### config.mk
export PLATFORM = sky130hd
export DESIGN_NAME = fb_char_writer
export DESIGN_NICKNAME = d
export VERILOG_FILES = /design/src/rtl/fb_char_writer.sv
export SDC_FILE = /design/constraint.sdc
export NUM_CORES = 1
export LEC_CHECK = 0
export BUFFER_PORTS_ARGS = -buffer_cell sky130_fd_sc_hd__buf_2
export CAP_MARGIN = 20
export CORE_MARGIN = 2
export CORE_UTILIZATION = 49
export DETAILED_ROUTE_END_ITERATION = 7
export MAX_ROUTING_LAYER = met4
export PLACE_DENSITY = 0.78
export SLEW_MARGIN = 5
export SYNTH_ARGS = -nofsm -noshare
export SYNTH_HDL_FRONTEND = slang
export SYNTH_SLANG_ARGS = --single-unit
### constraint.sdc
create_clock -name CLK_25 -period 2.9 [get_ports CLK_25]
set_input_delay 0.145 -clock CLK_25 [delete_from_list [all_inputs] [get_ports CLK_25]]
set_output_delay 0.145 -clock CLK_25 [all_outputs]
set_load 0.01 [all_outputs]
### src/rtl/fb_char_writer.sv
// 8x8 glyph writer for the 1-bpp framebuffer: draws characters and clears the screen through the RAM write port.
// Define FB_AUTOCLEAR_EN to zero the framebuffer automatically after every reset release.
module fb_char_writer #(
  parameter int COLS      = 80,
  parameter int TEXT_ROWS = 51,
  parameter int FB_WORDS  = 8192,
  parameter int ADDR_W    = 13
) (
  input  logic              CLK_25,
  input  logic              Reset_N,
  input  logic              CharValid,
  output logic              CharReady,
  input  logic [7:0]        CharCode,
  input  logic [6:0]        CharCol,
  input  logic [5:0]        CharRow,
  input  logic              ClearReq,
  output logic [31:0]       WrData,
  output logic [ADDR_W-1:0] WrAddress,
  output logic              WrEn,
  output logic              Busy,
  output logic              ErrPulse,
  output logic [2:0]        DbgState
);

  typedef enum logic [2:0] {IDLE, FETCH, WR0, WR1, CLEAR} stateT;

  localparam logic [6:0]        COLS_L    = 7'(COLS);
  localparam logic [5:0]        ROWS_L    = 6'(TEXT_ROWS);
  localparam logic [ADDR_W-1:0] LAST_ADDR = ADDR_W'(FB_WORDS - 1);

`ifdef FB_AUTOCLEAR_EN
  localparam stateT RST_STATE = CLEAR;
  localparam logic  RST_READY = 1'b0;
`else
  localparam stateT RST_STATE = IDLE;
  localparam logic  RST_READY = 1'b1;
`endif

  stateT             state, stateNxt;
  logic [7:0]        codeQ;
  logic [6:0]        colQ;
  logic [5:0]        rowQ;
  logic [31:0]       glyphHi;
  logic [63:0]       glyph;
  logic [ADDR_W:0]   wr0Addr;
  logic              accept;
  logic              inRange;
  logic              wrEnNxt, errNxt;
  logic [31:0]       wrDataNxt;
  logic [ADDR_W-1:0] wrAddrNxt;

  // Packs glyph lines so that line k lands in bits [8k+7:8k].
  function automatic logic [63:0] g8(input logic [7:0] l0, l1, l2, l3, l4, l5, l6, l7);
    return {l7, l6, l5, l4, l3, l2, l1, l0};
  endfunction

  function automatic logic [63:0] glyphRom(input logic [7:0] code);
    case (code)
      8'h20:   return 64'h0;
      8'h30:   return g8(8'h3E, 8'h63, 8'h73, 8'h7B, 8'h6F, 8'h67, 8'h3E, 8'h00);
      8'h31:   return g8(8'h18, 8'h1C, 8'h18, 8'h18, 8'h18, 8'h18, 8'h7E, 8'h00);
      8'h32:   return g8(8'h1E, 8'h33, 8'h30, 8'h1C, 8'h06, 8'h33, 8'h3F, 8'h00);
      8'h33:   return g8(8'h1E, 8'h33, 8'h30, 8'h1C, 8'h30, 8'h33, 8'h1E, 8'h00);
      8'h34:   return g8(8'h38, 8'h3C, 8'h36, 8'h33, 8'h7F, 8'h30, 8'h78, 8'h00);
      8'h35:   return g8(8'h3F, 8'h03, 8'h1F, 8'h30, 8'h30, 8'h33, 8'h1E, 8'h00);
      8'h36:   return g8(8'h1C, 8'h06, 8'h03, 8'h1F, 8'h33, 8'h33, 8'h1E, 8'h00);
      8'h37:   return g8(8'h3F, 8'h33, 8'h30, 8'h18, 8'h0C, 8'h0C, 8'h0C, 8'h00);
      8'h38:   return g8(8'h1E, 8'h33, 8'h33, 8'h1E, 8'h33, 8'h33, 8'h1E, 8'h00);
      8'h39:   return g8(8'h1E, 8'h33, 8'h33, 8'h3E, 8'h30, 8'h18, 8'h0E, 8'h00);
      8'h41:   return g8(8'h0C, 8'h1E, 8'h33, 8'h33, 8'h3F, 8'h33, 8'h33, 8'h00);
      8'h42:   return g8(8'h3F, 8'h66, 8'h66, 8'h3E, 8'h66, 8'h66, 8'h3F, 8'h00);
      8'h43:   return g8(8'h3C, 8'h66, 8'h03, 8'h03, 8'h03, 8'h66, 8'h3C, 8'h00);
      8'h44:   return g8(8'h1F, 8'h36, 8'h66, 8'h66, 8'h66, 8'h36, 8'h1F, 8'h00);
      8'h45:   return g8(8'h7F, 8'h46, 8'h16, 8'h1E, 8'h16, 8'h46, 8'h7F, 8'h00);
      8'h46:   return g8(8'h7F, 8'h46, 8'h16, 8'h1E, 8'h16, 8'h06, 8'h0F, 8'h00);
      default: return g8(8'hAA, 8'h55, 8'hAA, 8'h55, 8'hAA, 8'h55, 8'hAA, 8'h55);
    endcase
  endfunction

  // Handshake: a request transfers on a clock edge where CharValid and CharReady are both high
  // in IDLE and ClearReq is low; ClearReq has priority and the pending request waits for the next IDLE.
  assign accept  = (state == IDLE) && CharValid && CharReady && !ClearReq;
  assign inRange = (CharCol < COLS_L) && (CharRow < ROWS_L);
  assign glyph   = glyphRom(codeQ);
  assign wr0Addr = ((ADDR_W+1)'(rowQ) << 1) * (ADDR_W+1)'(COLS) + (ADDR_W+1)'(colQ);
  assign DbgState = state;

  always_comb begin
    stateNxt  = state;
    wrEnNxt   = 1'b0;
    wrDataNxt = WrData;
    wrAddrNxt = WrAddress;
    errNxt    = 1'b0;
    case (state)
      IDLE: begin
        if (ClearReq) begin
          stateNxt  = CLEAR;
          wrEnNxt   = 1'b1;
          wrAddrNxt = '0;
          wrDataNxt = '0;
        end else if (accept) begin
          if (inRange) stateNxt = FETCH;
          else         errNxt   = 1'b1;
        end
      end
      FETCH: begin
        stateNxt  = WR0;
        wrEnNxt   = 1'b1;
        wrAddrNxt = wr0Addr[ADDR_W-1:0];
        wrDataNxt = glyph[31:0];
      end
      WR0: begin
        stateNxt  = WR1;
        wrEnNxt   = 1'b1;
        wrAddrNxt = WrAddress + ADDR_W'(COLS);
        wrDataNxt = glyphHi;
      end
      WR1: stateNxt = IDLE;
      CLEAR: begin
        wrDataNxt = '0;
        // WrEn low inside CLEAR only happens right after an auto-clear reset: start at word 0.
        if (!WrEn) begin
          wrEnNxt   = 1'b1;
          wrAddrNxt = '0;
        end else if (WrAddress == LAST_ADDR) begin
          stateNxt = IDLE;
        end else begin
          wrEnNxt   = 1'b1;
          wrAddrNxt = WrAddress + ADDR_W'(1);
        end
      end
      default: stateNxt = IDLE;
    endcase
  end

  always_ff @(posedge CLK_25 or negedge Reset_N) begin
    if (!Reset_N) begin
      state     <= RST_STATE;
      WrEn      <= 1'b0;
      WrData    <= '0;
      WrAddress <= '0;
      Busy      <= 1'b0;
      ErrPulse  <= 1'b0;
      CharReady <= RST_READY;
    end else begin
      state     <= stateNxt;
      WrEn      <= wrEnNxt;
      WrData    <= wrDataNxt;
      WrAddress <= wrAddrNxt;
      Busy      <= (stateNxt != IDLE);
      ErrPulse  <= errNxt;
      CharReady <= (stateNxt == IDLE);
    end
  end

  always_ff @(posedge CLK_25 or negedge Reset_N) begin
    if (!Reset_N) begin
      codeQ   <= '0;
      colQ    <= '0;
      rowQ    <= '0;
      glyphHi <= '0;
    end else begin
      if (accept) begin
        codeQ <= CharCode;
        colQ  <= CharCol;
        rowQ  <= CharRow;
      end
      if (state == FETCH) glyphHi <= glyph[63:32];
    end
  end

endmodule

======== Word level (Yosys, flattened, before mapping) ========
Index checks and enable logic that the tools add are counted.
word-level totals
  flip-flop bits (word level) ............. 105
  input port bits ......................... 25
  output and inout bits ................... 52
  word-level logic and storage cells ...... 73
cells by class
  add/sub/neg operators ................... 3
  $mul .................................... 1
  order comparisons ....................... 2
  equal/unequal tests ..................... 23
  mux-type cells .......................... 21
  reduce and logical (&&, ||, !) cells .... 12
operators with widths
  cell                   count
  $pmux 63 s17           1
  $pmux 32 s4            1
  $eq 8x6->1 const B     11
  $pmux 13 s4            1
  $eq 8x7->1 const B     6
  $mux 13                3
  $mux 32                1
  $mux 3                 5
  $add 13x1->13 const B  1
  $add 13x7->13          1
  $add 13x7->13 const B  1
  $eq 13x13->1 const B   1
  $pmux 3 s4             1
  $mul 6x3->8 const B    1
  $lt 7x7->1 const B     1
  $mux 1                 7
  $logic_not 3->1        2
  $lt 6x6->1 const B     1
  $logic_and 1x1->1      4
  $reduce_bool 4->1      1
  $eq 3x1->1 const B     1
  $eq 3x2->1 const B     1
  $eq 3x3->1 const B     1
  $ne 3x3->1 const B     1
  7 further kinds        7

======== Longest topological paths before layout ========
  depth after elaboration ................. 8
  mapped depth ............................ 9
  gate-level depth less buffers ........... 9

======== Worst setup path after synthesis ========
Ideal clock, no wire load.
  kind .................................... flip-flop to flip-flop
  start point ............................. reg rowQ[1]
  end point ............................... reg WrAddress[12]
  library setup time ...................... 0.135 ns
  arrival ................................. 2.100 ns
  data required time ...................... 2.765 ns
  path slack .............................. 0.665 ns
  cell stages (with the launch flop) ...... 9
  buffers on the path ..................... 0
  cell sequence ........................... dfrtp_1 -> ha_1 -> ha_1 -> fa_1 -> and3_1 -> nor2b_1 -> nand3_1 -> xnor2_1 -> o22ai_1
between the ends
  cells in the longest elaborated chain, start to end .. 3
RTL lines
  element                 line  source
  start, declared         42    logic [5:0] rowQ;
  start signal, assigned  166   rowQ <= CharRow;
  $mul 6x3->8             85    assign wr0Addr = ((ADDR_W+1)'(rowQ) << 1) * (ADDR_W+1)'(COLS) + (ADDR_W+1)'(colQ);
  $add 13x7->13           85
  $pmux 13 s4             94    case (state)
  end signal, assigned    149   WrAddress <= wrAddrNxt;
  end, declared           18    output logic [ADDR_W-1:0] WrAddress,
No other way between the ends.
A chain may end at the register's enable or synchronous reset.

======== Worst setup path after layout ========
  start point ............................. reg WrAddress[4]
  end point ............................... reg WrAddress[3]
between the ends
  cells in the longest elaborated chain, start to end .. 3
RTL lines
  element                            line  source
  $eq 13x13->1                       125   end else if (WrAddress == LAST_ADDR) begin
  $ne 3x3->1 (no source line)        -
  $reduce_and 3->1 (no source line)  -
No other way between the ends.

==> flow_summary.html <==
<table>
<tr><th>Metric</th><th>Value</th></tr>
<tr><th colspan="2">Worst hold path</th></tr>
<tr><td>Class of the tightest hold or removal check</td><td>in2reg</td></tr>
<tr><td>Cells on Worst Hold Path</td><td>3</td></tr>
<tr><td>Hold path start</td><td>CharCode[4]</td></tr>
<tr><td>Destination of the worst hold path</td><td>codeQ[4]</td></tr>
<tr><th colspan="2">Yosys</th></tr>
<tr><td>Number of distinct standard cells referenced by the synthesized netlist</td><td>74</td></tr>
<tr><td>Sequential cell area fraction in the yosys report</td><td>between 40% and 50%</td></tr>
<tr><td>Cell area after synthesis</td><td>0.005542 mm^2</td></tr>
<tr><td>Ranking of synthesized cells by area</td><td>dfrtp_1, o21ai_0, a21oi_1</td></tr>
<tr><td>Gate Count Post-Synth</td><td>630</td></tr>
<tr><td>Cell with the most instances after synthesis</td><td>dfrtp_1</td></tr>
<tr><td>Cell taking the most area after synthesis</td><td>dfrtp_1</td></tr>
<tr><td>Number of flops mapped to enable cells by yosys</td><td>0</td></tr>
<tr><td>Synthesized flop and latch total</td><td>between 90 and 100</td></tr>
<tr><td>Count of synthesis-stage warnings from yosys</td><td>0</td></tr>
<tr><td>Most used DFF post-synth</td><td>dfrtp_1</td></tr>
<tr><td>Most frequent cells after synthesis</td><td>dfrtp_1, nand2_1, nor2_1, o21ai_0, a21oi_1</td></tr>
<tr><td>Share of flip-flops with an asynchronous set or reset</td><td>between 90% and 100%</td></tr>
<tr><td>Fraction of synthesized cell area taken by the top area cell type</td><td>around two fifths</td></tr>
<tr><td>Mean cell area of the mapped netlist</td><td>8.796 um^2</td></tr>
<tr><th colspan="2">Setup path</th></tr>
<tr><td>CP cell instances</td><td>ha_1 &gt; nand3_1 &gt; nor4_1 &gt; nor2_1 &gt; nor3_2 &gt; inv_2 &gt; nand2_1 &gt; o21ai_0 &gt; o311ai_0</td></tr>
<tr><td>Critical path capture point type</td><td>flop</td></tr>
<tr><td>WP data arrival</td><td>2870 ps</td></tr>
<tr><td>Worst Reg2Reg Path Length in Cells</td><td>9</td></tr>
<tr><td>Max incr delay on CP</td><td>480 ps</td></tr>
<tr><td>Crit path max fanout</td><td>9</td></tr>
<tr><td>Reg-to-reg critical path endpoint</td><td>WrAddress[3]</td></tr>
<tr><td>Top delay family on crit path</td><td>simple AND/OR/NAND/NOR gates</td></tr>
<tr><td>Critical register-to-register path startpoint</td><td>WrAddress[4]</td></tr>
<tr><td>Worst R2R Setup Slack</td><td>approximately 270 ps</td></tr>
<tr><td>Worst setup SP type</td><td>flop</td></tr>
<tr><td>Number of buffers and inverters on the critical path</td><td>1</td></tr>
<tr><td>Worst Path Required</td><td>between 3000 and 4000 ps</td></tr>
<tr><td>Critical Path Slowest Stage Cell</td><td>nor4_1</td></tr>
<tr><td>Kind of critical path</td><td>reg2reg</td></tr>
<tr><th colspan="2">Final layout</th></tr>
<tr><td>Number of filler instances in the final layout</td><td>roughly 1000</td></tr>
<tr><td>Number of diodes added for antenna fixing</td><td>0</td></tr>
<tr><td>Relative area change from synthesis to final layout</td><td>15.22%</td></tr>
<tr><td>Share of post-route cells with drive strength above 1</td><td>21.90%</td></tr>
<tr><td>Final #Nets</td><td>between 700 and 800</td></tr>
<tr><th colspan="2">Timing</th></tr>
<tr><td>Final-report max-slew violation count</td><td>0</td></tr>
<tr><td>Fin Setup TNS</td><td>0 ps</td></tr>
<tr><td>RSZ-0062 raised after global routing</td><td>no</td></tr>
<tr><td>Endpoints failing setup</td><td>0</td></tr>
<tr><td>Final hold slack</td><td>between 4 and 5 ps</td></tr>
<tr><td>Clock period minus final worst setup slack</td><td>2634 ps</td></tr>
<tr><td>Post-Route Skew</td><td>~7 ps</td></tr>
<tr><td>Upper clock frequency limit</td><td>about 0.38 GHz</td></tr>
<tr><td>Measured slew at the worst slew-check pin</td><td>approximately 690 ps</td></tr>
<tr><td>Fin. Hold Viols</td><td>0</td></tr>
<tr><td>Headroom to the max-slew limit</td><td>roughly 54%</td></tr>
<tr><td>Post-route fraction of the period consumed by the critical path</td><td>about 90%</td></tr>
<tr><th colspan="2">Die</th></tr>
<tr><td>IO Count</td><td>77</td></tr>
<tr><td>Vertical die dimension</td><td>110.3 um</td></tr>
<tr><td>Initial Utilization</td><td>a little over 50%</td></tr>
<tr><td>Row count</td><td>38</td></tr>
<tr><td>Core area</td><td>about 0.011 mm^2</td></tr>
<tr><td>Die Wd</td><td>roughly 110 um</td></tr>
<tr><td>Total Die Area</td><td>0.01218 mm^2</td></tr>
<tr><th colspan="2">Detailed routing</th></tr>
<tr><td>Wirelength, routed</td><td>around 18 mm</td></tr>
<tr><td>Avg Vias per Cell</td><td>roughly 6.4</td></tr>
<tr><td>DRC</td><td>0</td></tr>
<tr><td>Number of nets with antenna violations after detailed routing</td><td>0</td></tr>
<tr><td>DRT Pass-1 Iters</td><td>5</td></tr>
<tr><td>Routed length per placed instance</td><td>between 20 and 25 um</td></tr>
<tr><td>Vias</td><td>between 5000 and 6000</td></tr>
<tr><td>Initial drt markers</td><td>~680</td></tr>
<tr><th colspan="2">Place</th></tr>
<tr><td>Placer congestion estimate</td><td>1.041</td></tr>
<tr><td>Post-detail-place hpwl</td><td>approximately 13 mm</td></tr>
<tr><td>PortBufs</td><td>74</td></tr>
<tr><th colspan="2">CTS</th></tr>
<tr><td>Number of hold buffers added after cts</td><td>1</td></tr>
<tr><td>Clock sink count</td><td>92</td></tr>
<tr><td>Register clock-pin slew on the reported worst setup and hold paths</td><td>about 70 ps</td></tr>
<tr><td>Total number of H-tree levels</td><td>3</td></tr>
<tr><td>Gates resized, CTS repair</td><td>0</td></tr>
<tr><td>Clk Latency, worst-skew pair</td><td>between 300 and 400 ps</td></tr>
<tr><td>Clock tree from TritonCTS</td><td>yes</td></tr>
<tr><td>Num CTS Buffers</td><td>9</td></tr>
<tr><td>Setup fix buffers added after clock tree synthesis</td><td>0</td></tr>
<tr><td>Clk Tree Root Cell</td><td>clkbuf_16</td></tr>
<tr><td>Max clock buf depth</td><td>2</td></tr>
<tr><th colspan="2">GRT</th></tr>
<tr><td>Number of global-route vias before repair</td><td>roughly 4900</td></tr>
<tr><td>Total overflow reported by the global router</td><td>0</td></tr>
<tr><td>Maximum number of pins on one net before global-route repair</td><td>45</td></tr>
<tr><td>Number of antenna violations at the first check in global routing</td><td>0</td></tr>
<tr><td>Wire length of the first global-routing pass</td><td>approximately 28 mm</td></tr>
<tr><td>Global-route usage over all layers</td><td>between 30 and 40%</td></tr>
<tr><th colspan="2">Flow run</th></tr>
<tr><td>Number of maximum-capacitance violations</td><td>0</td></tr>
<tr><th colspan="2">Pwr</th></tr>
<tr><td>Maximum VDD drop</td><td>around 0.49 mV</td></tr>
<tr><td>Static Leakage</td><td>2.915 nW</td></tr>
<tr><td>Pwr Density</td><td>between 800 and 900 mW/mm^2</td></tr>
<tr><th colspan="2">Status</th></tr>
<tr><td>Outcome</td><td>finished, final reports clean</td></tr>
</table>
-- final cells by class --
type / count / area [um^2] / share of cell area (%)
Clock buffer: 9 / 225.2 / 3.527
Clock inverter: 7 / 106.4 / 1.666
Multi-Input combinational cell: 483 / 3008 / 47.11
Tap cell: 140 / 175.2 / 2.743
Timing Repair Buffer: 96 / 540.5 / 8.466
Inverter: 7 / 26.28 / 0.4115
Sequential cell: 92 / 2303 / 36.08
-- worst max path at each step --
stage	from	to	cells after the start
finish	WrAddress[4]	WrAddress[3]	9
global route	WrAddress[4]	WrAddress[3]	9
CTS	WrAddress[4]	WrAddress[3]	9
detailed placement	WrAddress[4]	WrAddress[3]	9
global placement	WrAddress[4]	WrAddress[3]	9
floorplan	rowQ[1]	WrAddress[12]	8
-- per-layer routing --
metal / up-vias / part of all wire (%) / global-route usage [%]
met1: 2573 / 45 / 47.09
li1: 2436 / - / -
met5: - / 0 / -
met3: 37 / 10 / 5.585
met2: 323 / 43 / 42.20
met4: 0 / 1.9 / 9.286
-- stage by stage --
| stage | power, W | instances | instance area, um^2 | setup slack, ps | utilization [%] |
|---|---|---|---|---|---|
| 3_3_place_gp | 0.004275 | 817 | 6043 | 376.3 | 55.26 |
| 3_5_place_dp | 0.004301 | 817 | 6043 | 353.8 | 55.26 |
| 6_report | 0.005716 | 834 | 6385 | 266.5 | 58.39 |
| 5_1_grt | 0.006020 | 834 | 6385 | 17.45 | 58.39 |
| 4_1_cts | 0.005645 | 834 | 6385 | 287.9 | 58.39 |
| 2_1_floorplan | 0.003514 | 631 | 5545 | 665.1 | - |
-- sequential cells by signal, indices dropped and copies added, names as in the netlist --
signal,cells
WrData,29
glyphHi,22
WrAddress,13
codeQ,8
colQ,7
rowQ,6
DbgState,3
Busy,1
CharReady,1
ErrPulse,1
WrEn,1
-- power by group --
group	total (W)	internal (W)	switching (W)	leakage, nW
clock	0.00133	0.000771	0.000561	0.156
sequential	0.00193	0.00157	0.000365	1.19
combinational	0.00245	0.000905	0.00155	1.57
-- cells in the final DEF, fill, tap and decap left out, types with 7 or more instances in the layout --
cell,count
nand3_1,21
nand2b_1,11
mux2_2,19
clkbuf_16,9
a22oi_1,15
nor2b_1,9
ha_1,12
nand2_1,68
nor2_1,62
nor3_1,11
xnor2_1,7
dfrtp_1,91
a21oi_1,52
buf_2,73
o21ai_0,63
a31oi_1,12
buf_4,22
-- worst min-delay path, delay by kind of cell --
kind / cells / cell delay (ps)
simple gates: 1 / 30
buf+inv: 1 / 70
compound gates: 1 / 60
-- cell families (layout without fill, tap and decap cells) --
logic type / Yosys count / after routing / synth area share, %
flip-flops: 92 / 92 / 41.57
AO/OA/AOI/OAI: 216 / 216 / 25.51
buffers and inverters: 56 / 119 / 4.358
other: 1 / 2 / 0.06767
XOR/XNOR: 12 / 12 / 1.897
AND/OR/NAND/NOR: 218 / 218 / 18.94
multiplexers: 21 / 21 / 4.222
adder cells (fa/ha/maj): 14 / 14 / 3.432
Power figures use the tool's default switching activity.
